==> src/rtl/ps2_key_event_ctrl_if.sv <==
// Key event handshake between the PS/2 front end and its consumer.
// The producer presents the FIFO head; the consumer pops it.
interface ps2_key_event_ctrl_if;
    logic       i_evt_pop;
    logic       o_evt_valid;
    logic [7:0] o_evt_code;
    logic       o_evt_break;
    logic       o_evt_ext;

    modport master (
        input  i_evt_pop,
        output o_evt_valid,
        output o_evt_code,
        output o_evt_break,
        output o_evt_ext
    );

    modport slave (
        output i_evt_pop,
        input  o_evt_valid,
        input  o_evt_code,
        input  o_evt_break,
        input  o_evt_ext
    );
endinterface

==> src/rtl/ps2_key_event_ctrl.sv <==
// PS/2 keyboard receiver, make/break/E0 decoder, event FIFO and
// six-digit seven-segment status display (held key, ASCII, press count).
module ps2_key_event_ctrl #(
    parameter int FIFO_DEPTH       = 8,
    parameter int CNT_WIDTH        = 8,
    parameter int TIMEOUT_CYC      = 100000,
    parameter int BLANK_ON_RELEASE = 1
) (
    input  logic                 i_clk,
    input  logic                 i_clr_n,
    input  logic                 i_ps2_clk,
    input  logic                 i_ps2_data,
    ps2_key_event_ctrl_if.master evt,
    output logic [CNT_WIDTH-1:0] o_key_count,
    output logic                 o_overflow,
    output logic                 o_frame_err,
    output logic [6:0]           o_seg0,
    output logic [6:0]           o_seg1,
    output logic [6:0]           o_seg2,
    output logic [6:0]           o_seg3,
    output logic [6:0]           o_seg4,
    output logic [6:0]           o_seg5
);

    localparam int AW = $clog2(FIFO_DEPTH);
    localparam int TW = $clog2(TIMEOUT_CYC + 1);
    localparam logic [AW:0] DEPTH_L = (AW+1)'(FIFO_DEPTH);
    localparam logic [TW-1:0] TMO_LAST = TW'(TIMEOUT_CYC - 1);
    localparam logic [6:0] SEG_BLANK = 7'h7F;
    localparam logic [6:0] SEG_ZERO = 7'h40;

    typedef enum logic [1:0] {
        ST_IDLE,
        ST_EXT,
        ST_BRK,
        ST_EXT_BRK
    } dec_state_t;

    // Active-low segments, bit order {g,f,e,d,c,b,a}.
    function automatic logic [6:0] hex7(input logic [3:0] n);
        logic [6:0] s;
        s = SEG_BLANK;
        case (n)
            4'h0: s = 7'h40;
            4'h1: s = 7'h79;
            4'h2: s = 7'h24;
            4'h3: s = 7'h30;
            4'h4: s = 7'h19;
            4'h5: s = 7'h12;
            4'h6: s = 7'h02;
            4'h7: s = 7'h78;
            4'h8: s = 7'h00;
            4'h9: s = 7'h10;
            4'hA: s = 7'h08;
            4'hB: s = 7'h03;
            4'hC: s = 7'h46;
            4'hD: s = 7'h21;
            4'hE: s = 7'h06;
            4'hF: s = 7'h0E;
            default: s = SEG_BLANK;
        endcase
        return s;
    endfunction

    // Set-2 scan code to ASCII; unmapped codes give 00.
    function automatic logic [7:0] scan_to_ascii(input logic [7:0] c);
        logic [7:0] a;
        a = 8'h00;
        case (c)
            8'h1C: a = 8'h41; 8'h32: a = 8'h42; 8'h21: a = 8'h43;
            8'h23: a = 8'h44; 8'h24: a = 8'h45; 8'h2B: a = 8'h46;
            8'h34: a = 8'h47; 8'h33: a = 8'h48; 8'h43: a = 8'h49;
            8'h3B: a = 8'h4A; 8'h42: a = 8'h4B; 8'h4B: a = 8'h4C;
            8'h3A: a = 8'h4D; 8'h31: a = 8'h4E; 8'h44: a = 8'h4F;
            8'h4D: a = 8'h50; 8'h15: a = 8'h51; 8'h2D: a = 8'h52;
            8'h1B: a = 8'h53; 8'h2C: a = 8'h54; 8'h3C: a = 8'h55;
            8'h2A: a = 8'h56; 8'h1D: a = 8'h57; 8'h22: a = 8'h58;
            8'h35: a = 8'h59; 8'h1A: a = 8'h5A; 8'h45: a = 8'h30;
            8'h16: a = 8'h31; 8'h1E: a = 8'h32; 8'h26: a = 8'h33;
            8'h25: a = 8'h34; 8'h2E: a = 8'h35; 8'h36: a = 8'h36;
            8'h3D: a = 8'h37; 8'h3E: a = 8'h38; 8'h46: a = 8'h39;
            8'h29: a = 8'h20; 8'h5A: a = 8'h0D;
            default: a = 8'h00;
        endcase
        return a;
    endfunction

    // Keyboard status/ack bytes that never form a key event.
    function automatic logic is_ignored(input logic [7:0] c);
        return (c == 8'h00) || (c == 8'hAA) || (c == 8'hFA) ||
               (c == 8'hEE) || (c == 8'hFE) || (c == 8'hFF);
    endfunction

    logic [2:0]    clk_sync;
    logic [1:0]    dat_sync;
    logic          ps2_fall;
    logic [3:0]    bit_cnt;
    logic [9:0]    shreg;
    logic [10:0]   frame_nxt;
    logic          frame_ok;
    logic [TW-1:0] idle_cnt;
    logic          rx_valid;
    logic [7:0]    rx_byte;

    // Bring the PS/2 pins into the i_clk domain.
    always_ff @(posedge i_clk or negedge i_clr_n) begin
        if (!i_clr_n) begin
            clk_sync <= 3'b111;
            dat_sync <= 2'b11;
        end else begin
            clk_sync <= {clk_sync[1:0], i_ps2_clk};
            dat_sync <= {dat_sync[0], i_ps2_data};
        end
    end

    assign ps2_fall  = clk_sync[2] & ~clk_sync[1];
    assign frame_nxt = {dat_sync[1], shreg};
    assign frame_ok  = ~frame_nxt[0] & frame_nxt[10] & (^frame_nxt[9:1]);

    // Shift in 11 bits per frame, validate, and abort stalled frames.
    always_ff @(posedge i_clk or negedge i_clr_n) begin
        if (!i_clr_n) begin
            bit_cnt     <= '0;
            shreg       <= '0;
            idle_cnt    <= '0;
            rx_valid    <= 1'b0;
            rx_byte     <= '0;
            o_frame_err <= 1'b0;
        end else begin
            rx_valid    <= 1'b0;
            o_frame_err <= 1'b0;
            if (ps2_fall) begin
                shreg    <= frame_nxt[10:1];
                idle_cnt <= '0;
                if (bit_cnt == 4'd10) begin
                    bit_cnt <= '0;
                    if (frame_ok) begin
                        rx_valid <= 1'b1;
                        rx_byte  <= frame_nxt[8:1];
                    end else begin
                        o_frame_err <= 1'b1;
                    end
                end else begin
                    bit_cnt <= bit_cnt + 4'd1;
                end
            end else if (bit_cnt != 4'd0) begin
                if (idle_cnt == TMO_LAST) begin
                    bit_cnt  <= '0;
                    idle_cnt <= '0;
                end else begin
                    idle_cnt <= idle_cnt + 1'b1;
                end
            end else begin
                idle_cnt <= '0;
            end
        end
    end

    dec_state_t st;
    dec_state_t st_nxt;
    logic       emit;
    logic       emit_brk;
    logic       emit_ext;

    // Decoder state register.
    always_ff @(posedge i_clk or negedge i_clr_n) begin
        if (!i_clr_n) st <= ST_IDLE;
        else          st <= st_nxt;
    end

    // Prefix tracking and event emission, one good byte per step.
    always_comb begin
        st_nxt   = st;
        emit     = 1'b0;
        emit_brk = 1'b0;
        emit_ext = 1'b0;
        if (rx_valid) begin
            unique case (st)
                ST_IDLE: begin
                    if (rx_byte == 8'hE0)      st_nxt = ST_EXT;
                    else if (rx_byte == 8'hF0) st_nxt = ST_BRK;
                    else if (!is_ignored(rx_byte)) emit = 1'b1;
                end
                ST_EXT: begin
                    if (rx_byte == 8'hF0) begin
                        st_nxt = ST_EXT_BRK;
                    end else begin
                        emit     = 1'b1;
                        emit_ext = 1'b1;
                        st_nxt   = ST_IDLE;
                    end
                end
                ST_BRK: begin
                    emit     = 1'b1;
                    emit_brk = 1'b1;
                    st_nxt   = ST_IDLE;
                end
                ST_EXT_BRK: begin
                    emit     = 1'b1;
                    emit_brk = 1'b1;
                    emit_ext = 1'b1;
                    st_nxt   = ST_IDLE;
                end
                default: st_nxt = ST_IDLE;
            endcase
        end
    end

    logic [9:0]  mem [FIFO_DEPTH];
    logic [AW-1:0] wr_ptr;
    logic [AW-1:0] rd_ptr;
    logic [AW:0] occ;
    logic        full;
    logic        empty;
    logic        do_pop;
    logic        do_push;
    logic [9:0]  head;

    assign full    = (occ == DEPTH_L);
    assign empty   = (occ == '0);
    assign do_pop  = evt.i_evt_pop & ~empty;
    assign do_push = emit & (~full | do_pop);
    assign head    = mem[rd_ptr];

    assign evt.o_evt_valid = ~empty;
    assign evt.o_evt_ext   = head[9];
    assign evt.o_evt_break = head[8];
    assign evt.o_evt_code  = head[7:0];

    // Event storage; contents are only meaningful below occ.
    always_ff @(posedge i_clk) begin
        if (do_push) mem[wr_ptr] <= {emit_ext, emit_brk, rx_byte};
    end

    // FIFO pointers, occupancy and sticky overflow.
    always_ff @(posedge i_clk or negedge i_clr_n) begin
        if (!i_clr_n) begin
            wr_ptr     <= '0;
            rd_ptr     <= '0;
            occ        <= '0;
            o_overflow <= 1'b0;
        end else begin
            if (do_push) wr_ptr <= wr_ptr + 1'b1;
            if (do_pop)  rd_ptr <= rd_ptr + 1'b1;
            if (do_push && !do_pop)      occ <= occ + 1'b1;
            else if (!do_push && do_pop) occ <= occ - 1'b1;
            if (emit && !do_push) o_overflow <= 1'b1;
        end
    end

    logic       held_valid;
    logic [8:0] held_key;
    logic [8:0] evt_key;
    logic       key_new;
    logic       key_rel;
    logic [3:0] bcd_lo;
    logic [3:0] bcd_hi;
    logic [7:0] held_ascii;

    assign evt_key    = {emit_ext, rx_byte};
    assign key_new    = emit & ~emit_brk &
                        (~held_valid | (evt_key != held_key));
    assign key_rel    = emit & emit_brk & held_valid &
                        (evt_key == held_key);
    assign held_ascii = scan_to_ascii(held_key[7:0]);

    // Held key and press counters, fed from decoder emits.
    always_ff @(posedge i_clk or negedge i_clr_n) begin
        if (!i_clr_n) begin
            held_valid  <= 1'b0;
            held_key    <= '0;
            o_key_count <= '0;
            bcd_lo      <= '0;
            bcd_hi      <= '0;
        end else if (key_new) begin
            held_valid  <= 1'b1;
            held_key    <= evt_key;
            o_key_count <= o_key_count + 1'b1;
            if (bcd_lo == 4'd9) begin
                bcd_lo <= '0;
                bcd_hi <= (bcd_hi == 4'd9) ? 4'd0 : bcd_hi + 4'd1;
            end else begin
                bcd_lo <= bcd_lo + 4'd1;
            end
        end else if (key_rel) begin
            held_valid <= 1'b0;
        end
    end

    // Registered display, one cycle behind the held-key state.
    always_ff @(posedge i_clk or negedge i_clr_n) begin
        if (!i_clr_n) begin
            o_seg0 <= SEG_BLANK;
            o_seg1 <= SEG_BLANK;
            o_seg2 <= SEG_BLANK;
            o_seg3 <= SEG_BLANK;
            o_seg4 <= SEG_ZERO;
            o_seg5 <= SEG_ZERO;
        end else begin
            if (held_valid) begin
                o_seg0 <= hex7(held_key[3:0]);
                o_seg1 <= hex7(held_key[7:4]);
                o_seg2 <= hex7(held_ascii[3:0]);
                o_seg3 <= hex7(held_ascii[7:4]);
            end else if (BLANK_ON_RELEASE != 0) begin
                o_seg0 <= SEG_BLANK;
                o_seg1 <= SEG_BLANK;
                o_seg2 <= SEG_BLANK;
                o_seg3 <= SEG_BLANK;
            end
            o_seg4 <= hex7(bcd_lo);
            o_seg5 <= hex7(bcd_hi);
        end
    end

endmodule
==> src/flat_wrapper.sv <==
// flat-port wrapper written by rule: the top's interface ports become plain ports
module ps2_key_event_ctrl_flat 
#(
    parameter int FIFO_DEPTH       = 8,
    parameter int CNT_WIDTH        = 8,
    parameter int TIMEOUT_CYC      = 100000,
    parameter int BLANK_ON_RELEASE = 1
)
  (i_clk, i_clr_n, i_ps2_clk, i_ps2_data, o_key_count, o_overflow, o_frame_err, o_seg0, o_seg1, o_seg2, o_seg3, o_seg4, o_seg5, evt_i_evt_pop, evt_o_evt_valid, evt_o_evt_code, evt_o_evt_break, evt_o_evt_ext);
  ps2_key_event_ctrl_if evt_i ();
  input  logic i_clk;
  input  logic i_clr_n;
  input  logic i_ps2_clk;
  input  logic i_ps2_data;
  output logic [CNT_WIDTH-1:0] o_key_count;
  output logic o_overflow;
  output logic o_frame_err;
  output logic [6:0] o_seg0;
  output logic [6:0] o_seg1;
  output logic [6:0] o_seg2;
  output logic [6:0] o_seg3;
  output logic [6:0] o_seg4;
  output logic [6:0] o_seg5;
  input wire logic [$bits(evt_i.i_evt_pop)-1:0] evt_i_evt_pop;
  output wire logic [$bits(evt_i.o_evt_valid)-1:0] evt_o_evt_valid;
  output wire logic [$bits(evt_i.o_evt_code)-1:0] evt_o_evt_code;
  output wire logic [$bits(evt_i.o_evt_break)-1:0] evt_o_evt_break;
  output wire logic [$bits(evt_i.o_evt_ext)-1:0] evt_o_evt_ext;
  assign evt_i.i_evt_pop = evt_i_evt_pop;
  assign evt_o_evt_valid = evt_i.o_evt_valid;
  assign evt_o_evt_code = evt_i.o_evt_code;
  assign evt_o_evt_break = evt_i.o_evt_break;
  assign evt_o_evt_ext = evt_i.o_evt_ext;
  ps2_key_event_ctrl #(.FIFO_DEPTH(FIFO_DEPTH), .CNT_WIDTH(CNT_WIDTH), .TIMEOUT_CYC(TIMEOUT_CYC), .BLANK_ON_RELEASE(BLANK_ON_RELEASE)) u_core (.i_clk(i_clk), .i_clr_n(i_clr_n), .i_ps2_clk(i_ps2_clk), .i_ps2_data(i_ps2_data), .evt(evt_i), .o_key_count(o_key_count), .o_overflow(o_overflow), .o_frame_err(o_frame_err), .o_seg0(o_seg0), .o_seg1(o_seg1), .o_seg2(o_seg2), .o_seg3(o_seg3), .o_seg4(o_seg4), .o_seg5(o_seg5));
endmodule
==> config.mk <==
export PLATFORM = sky130hd
export DESIGN_NAME = ps2_key_event_ctrl_flat
export DESIGN_NICKNAME = d
export VERILOG_FILES = /design/src/rtl/ps2_key_event_ctrl_if.sv /design/src/rtl/ps2_key_event_ctrl.sv /design/src/flat_wrapper.sv
export SDC_FILE = /design/constraint.sdc
export NUM_CORES = 1
export LEC_CHECK = 0
export CORE_MARGIN = 2
export CORE_UTILIZATION = 30
export DETAILED_ROUTE_END_ITERATION = 8
export PLACE_DENSITY = 0.45
export SLEW_MARGIN = 0
export SYNTH_ARGS = -nofsm -noshare
export SYNTH_HDL_FRONTEND = slang
export SYNTH_SLANG_ARGS = --single-unit
==> constraint.sdc <==
create_clock -name i_clk -period 7.7 [get_ports i_clk]
set_input_delay 1.155 -clock i_clk [delete_from_list [all_inputs] [get_ports i_clk]]
set_output_delay 1.155 -clock i_clk [all_outputs]
set_load 0.02 [all_outputs]
==> metrics, run 1 <==
slowest stage cell on the critical path=dfrtp_1; pwr/cell area=233 mW/mm2; CP max stage delay=1000 ps; max cap viols=0; Final HPWL DP=14700 um; CTS Sinks=207; final slew viol count=0; Seq cells post-synth=207; core area=0.0344 mm2; CTS Buf Count=25; clock slew at the register clock pins of the worst setup and hold paths=60 ps; DRT Wirelength=roughly 23000 um; initial antenna violation count=0; Nets=965; relative slew slack=32.8%; Worst VDD drop=0.188 mV; global-route wire length before repair=37900 um; CTS root buf=clkbuf_16; antenna cells=0; wire length per cell=16.7 um; Synth Flop Type=dfrtp_1; post-synth top area share=23.0%; worst path buffer plus inverter count=1; Pwr Total=between 0.002 and 0.003 W; synthesized instance count=between 800 and 900; crit path kind=reg2out; Post-synth EDFFs=80; actual slew at the worst max-slew pin=1010 ps; fin crit share=about half; cell chain of the critical path=mux4_2 > mux2_2 > clkdlybuf4s50_1; post-synthesis async set-or-reset flop share=between 60% and 70%; min Tclk post-route=a little under 4000 ps; die width=approximately 190 um; Syn Nets=910; Initial Util=30.3%; drt first-iter violations=~300; H-tree depth=1; RR Startpoint=u_core.held_key[1]; YS warnings=0; top cell family by delay on the critical path=flip-flops; later-pin clock latency in the skew report=520 ps; hold buffer count at cts=0; Worst setup EP type=output port; post-synthesis sequential area ratio=54.0%; Die Y=190 um; Fin. Hold Viols=0; critical path peak fanout=22; setup violators final=0; hold crit path type=reg2reg; RSZ-0062 raised after global routing=false; vias per inst=4.78; Layout area overhead=17.6%; I/O Buffers=67; setup slack, reg-to-reg=4250 ps; Hold Startpoint=u_core.dat_sync[0]; Ports=slightly below 70; most frequent cells in the layout=92 x dfrtp_1, 89 x nand2_1, 80 x edfxtp_1; CP required=6550 ps; DRC=0; status=finished, final reports clean; crit path launch=u_core.rd_ptr[1]; area leader, netlist=edfxtp_1; RePlAce Congestion=0.755; Avg Inst Size Synth=12.1 um2; PostCTS Resize Cnt=0; GRT Util Overall=13.0%; Setup Fix Bufs, Post-CTS=0; CTS tree=built; highest clock rate=~0.25 GHz; vias in the first global route=6753; commonest non-fill, non-tap cell in the layout=dfrtp_1; Post-Syn Area=0.0104 mm2; Netlist cell types=79; final clock skew=10.2 ps; vias=6630; fin cells=1386; Finished Core Util=between 30% and 40%; Die ar.=between 0.03 and 0.04 mm2; setup TNS=0 ps; Lkg Pwr=~4.8 nW; FP Rows=68; placed cell count=1341; worst-case clock buffer depth=3; pin count of the biggest net entering global routing=81; top post-synthesis cells by area=edfxtp_1 23%, dfrtp_1 22%, dfstp_2 8.8%; Post-DRT Antenna Nets=0; Congestion Overflow GR=0; total iterations of the first detailed-routing run=4; arrival time worst endpoint=2780 ps; fraction of layout cells with a size suffix above 1=17.8%; type of origin of the critical path=flop
state kept, by name, indices dropped and copies added (netlist names), 7 cells and up:
signal,count
u_core.idle_cnt,17
u_core.mem,80
u_core.o_key_count,8
u_core.o_seg2,7
u_core.o_seg3,7
u_core.o_seg4,7
u_core.o_seg1,7
u_core.shreg,10
u_core.held_key,9
u_core.o_seg5,7
u_core.o_seg0,7
u_core.rx_byte,8
final timing paths:
| check | endpoint | cells after the start |
|---|---|---|
| hold / removal | u_core.dat_sync[1] | 0 |
| min in group asynchronous | u_core.o_seg4[2] | 1 |
| hold reg to reg | u_core.dat_sync[1] | 0 |
| max in group asynchronous | u_core.wr_ptr[0] | 2 |
| setup reg to reg | u_core.o_seg2[3] | 11 |
| setup / recovery | evt_o_evt_code[1] | 3 |
cell usage after synthesis, types with 3 or more instances:
master and instances:
dfrtp_1 92, nand2_1 89, edfxtp_1 80, nor2_1 59
ha_1 46, dfstp_2 35, clkbuf_1 33, mux2_2 33
xor2_1 28, inv_1 27, o21ai_0 24, mux4_2 23
nand3_1 23, nand2b_1 21, mux2i_1 20, xnor2_1 17
a21oi_1 16, o211ai_1 12, nor2b_1 11, a31oi_1 10
nor3b_1 9, buf_2 8, o311ai_0 8, a21o_1 7
nor3_1 7, nor4_1 7, and3_1 6, or3_1 6
a32o_1 5, buf_1 5, nand3b_1 5, o221ai_1 5
a22o_1 4, a22oi_1 4, buf_6 4, o21a_1 4
o22ai_1 4, or2_2 4, nand4_1 3, nor3_2 3
per-stage QoR:
| stage | hold slack (ps) | worst slack (ps) | instance area, um2 |
|---|---|---|---|
| floorplan | 345 | 4210 | 10400 |
| global placement | 348 | 3960 | 11500 |
| detailed placement | 347 | 3990 | 11500 |
| CTS | 356 | 3690 | 12300 |
| global route | 357 | 3610 | 12300 |
| finish | 355 | 3760 | 12300 |
cell families after synthesis:
kind of cell / Yosys count / share of synthesized area (%)
and+or+nand+nor: 265 / 12.6
DFF: 207 / 54.0
AOI/OAI and AO/OA: 137 / 9.77
buffers and inverters: 79 / 3.37
muxes: 77 / 10.6
adders and majority gates: 47 / 5.71
xor gates and xnor gates: 46 / 4.00
power by group:
group          total (W)  leakage [nW]  switching (W)  internal, W
sequential       0.00128          2.38      0.0000908      0.00119
clock            0.00108         0.370       0.000460     0.000625
combinational   0.000489          2.09       0.000216     0.000274
total            0.00286          4.85       0.000766      0.00209
metal layers:
metal | track usage, % | vias to the layer above | part of all wire, %
li1 | - | 3228 | -
met3 | 2.15 | 25 | 3.7
met2 | 21.0 | 100 | 46
met5 | 0 | - | 0
met4 | 2.89 | 0 | 1.3
met1 | 18.4 | 3277 | 49
area by class of cell:
type                    instances  area [um2]
clock buffers                  28         637
clock inverters                17         108
fillers                      3390       22100
inverters                      27         101
multi-input cells             572        4450
flip-flops and latches        207        5620
well taps                     455         569
repair buffers                 80         769
No activity file was read; power rests on OpenSTA's default activity.
==> run 2, diff against run 1 <==
--- a/config.mk
+++ b/config.mk
@@ -8,7 +8,7 @@
 export CORE_MARGIN = 2
 export CORE_UTILIZATION = 30
 export DETAILED_ROUTE_END_ITERATION = 8
-export PLACE_DENSITY = 0.45
+export PLACE_DENSITY = 0.47
 export SLEW_MARGIN = 0
 export SYNTH_ARGS = -nofsm -noshare
 export SYNTH_HDL_FRONTEND = slang
==> constraint.sdc (replaced) <==
create_clock -name i_clk -period 3.3 [get_ports i_clk]
set_input_delay 0.495 -clock i_clk [delete_from_list [all_inputs] [get_ports i_clk]]
set_output_delay 0.495 -clock i_clk [all_outputs]
set_load 0.02 [all_outputs]
==> metrics, run 2 (synthesis gave the netlist of run 1 again) <==
Ports=68; register with the most flip-flops=u_core.mem; Final HPWL DP=15100 um; Reg2Reg Capture Point=u_core.occ[3]; RSZ-0062 raised after global routing=false; hold buffer count at cts=0; final slew viol count=0; Setup Fix Bufs, Post-CTS=0; Lkg Pwr=5.07 nW; CTS Sinks=207; status=finished with violations; most frequent cells in the layout=92 x dfrtp_1, 89 x nand2_1, 80 x edfxtp_1; PostCTS Resize Cnt=0; clock slew at the register clock pins of the worst setup and hold paths=60 ps; vias per inst=4.76; min Tclk post-route=2970 ps; Layout area overhead=21.5%; cells on worst reg2reg path=12; antenna cells=0; Nets=998; total iterations of the first detailed-routing run=4; fraction of layout cells with a size suffix above 1=21.1%; drt first-iter violations=310; DRT Wirelength=between 20000 and 25000 um; actual slew at the worst max-slew pin=734 ps; core area=0.0344 mm2; crit path kind=reg2out; failing checks=negative hold slack; # fillers=3368; final clock skew=7.65 ps; Die Y=190 um; I/O Buffers=67; top cell family by delay on the critical path=multiplexers; Worst VDD drop=about 0.42 mV; setup TNS=0 ps; initial antenna violation count=0; global-route wire length before repair=38500 um; slowest stage cell on the critical path=clkdlybuf4s50_1; CTS root buf=clkbuf_16; CP max stage delay=540 ps; pin count of the biggest net entering global routing=75; cell chain of the critical path=buf_12 > mux4_2 > mux2_2 > clkdlybuf4s50_1; Worst setup EP type=output port; vias in the first global route=7004; commonest non-fill, non-tap cell in the layout=dfrtp_1; RePlAce Congestion=0.792; CP required=2800 ps; die width=190 um; worst slack, placed=approximately 330 ps; crit path launch=u_core.rd_ptr[0]; highest clock rate=between 0.3 and 0.4 GHz; relative slew slack=51.1%; final hold slack=-0.437 ps; critical path peak fanout=22; CTS Buf Count=25; max cap viols=0; Setup crit end=evt_o_evt_code[4]; DRC=0; later-pin clock latency in the skew report=approximately 520 ps; worst-case clock buffer depth=3; GRT Util Overall=13.2%; Finished Core Util=a little under two fifths; PnR worst setup slack=around 330 ps; hold crit path type=in2async; wire length per cell=16.3 um; setup slack, reg-to-reg=roughly 330 ps; pwr/cell area=559 mW/mm2; Initial Util=30.3%; Congestion Overflow GR=0; max FFs per register=80; Post-DRT Antenna Nets=0; arrival time worst endpoint=2480 ps; top flop regs=u_core.mem (80), u_core.idle_cnt (17), u_core.shreg (10); type of origin of the critical path=flop; vias=6757; setup violators final=0; Die ar.=0.0363 mm2; H-tree depth=1; CTS tree=built; RR Startpoint=u_core.rx_byte[6]; Pwr Total=0.00708 W; Fin. Hold Viols=2; Crit path depth=4; FP Rows=around 70; worst path buffer plus inverter count=2; fin crit share=about nine tenths
## run 2: cell type report
type,instances,area (um2),share of cell area (%)
Clock buffer,38,734,5.80
Multi-Input combinational cell,572,4450,35.1
Timing Repair Buffer,113,1040,8.23
Inverter,27,101,0.800
Sequential cell,207,5620,44.4
Clock inverter,8,148,1.17
Tap cell,455,569,4.49
## run 2: worst min-delay path by stage
stage	start	end	slack, ps
6_report	i_clr_n	u_core.o_seg4[2]	-0.4
5_1_grt	i_clr_n	u_core.o_seg4[0]	80
4_1_cts	i_clr_n	u_core.o_seg4[2]	30
3_5_place_dp	u_core.clk_sync[0]	u_core.clk_sync[1]	350
3_3_place_gp	u_core.clk_sync[0]	u_core.clk_sync[1]	350
2_1_floorplan	i_clr_n	u_core.bcd_hi[0]	200
## run 2: per-layer routing
layer / track usage [%] / up-vias / wire length (um)
met5: 0 / - / 0
met4: 3.31 / 0 / 527
met3: 2.17 / 35 / 773
met2: 21.6 / 94 / 11000
met1: 18.1 / 3340 / 10900
li1: - / 3288 / -
## run 2: stage by stage
| stage | std cells | instance area, um2 | hold slack, ps |
|---|---|---|---|
| after floorplan | 858 | 10400 | 199 |
| after global placement | 1374 | 11800 | 348 |
| after detailed placement | 1374 | 11800 | 349 |
| after CTS | 1420 | 12700 | 34.3 |
| after global routing | 1420 | 12700 | 75.7 |
| final | 1420 | 12700 | -0.437 |
## run 2: report_power, final
group	internal [W]	total, W	switching [W]
clock	0.00184	0.00291	0.00107
sequential	0.00278	0.00293	0.000152
combinational	0.000664	0.00124	0.000571
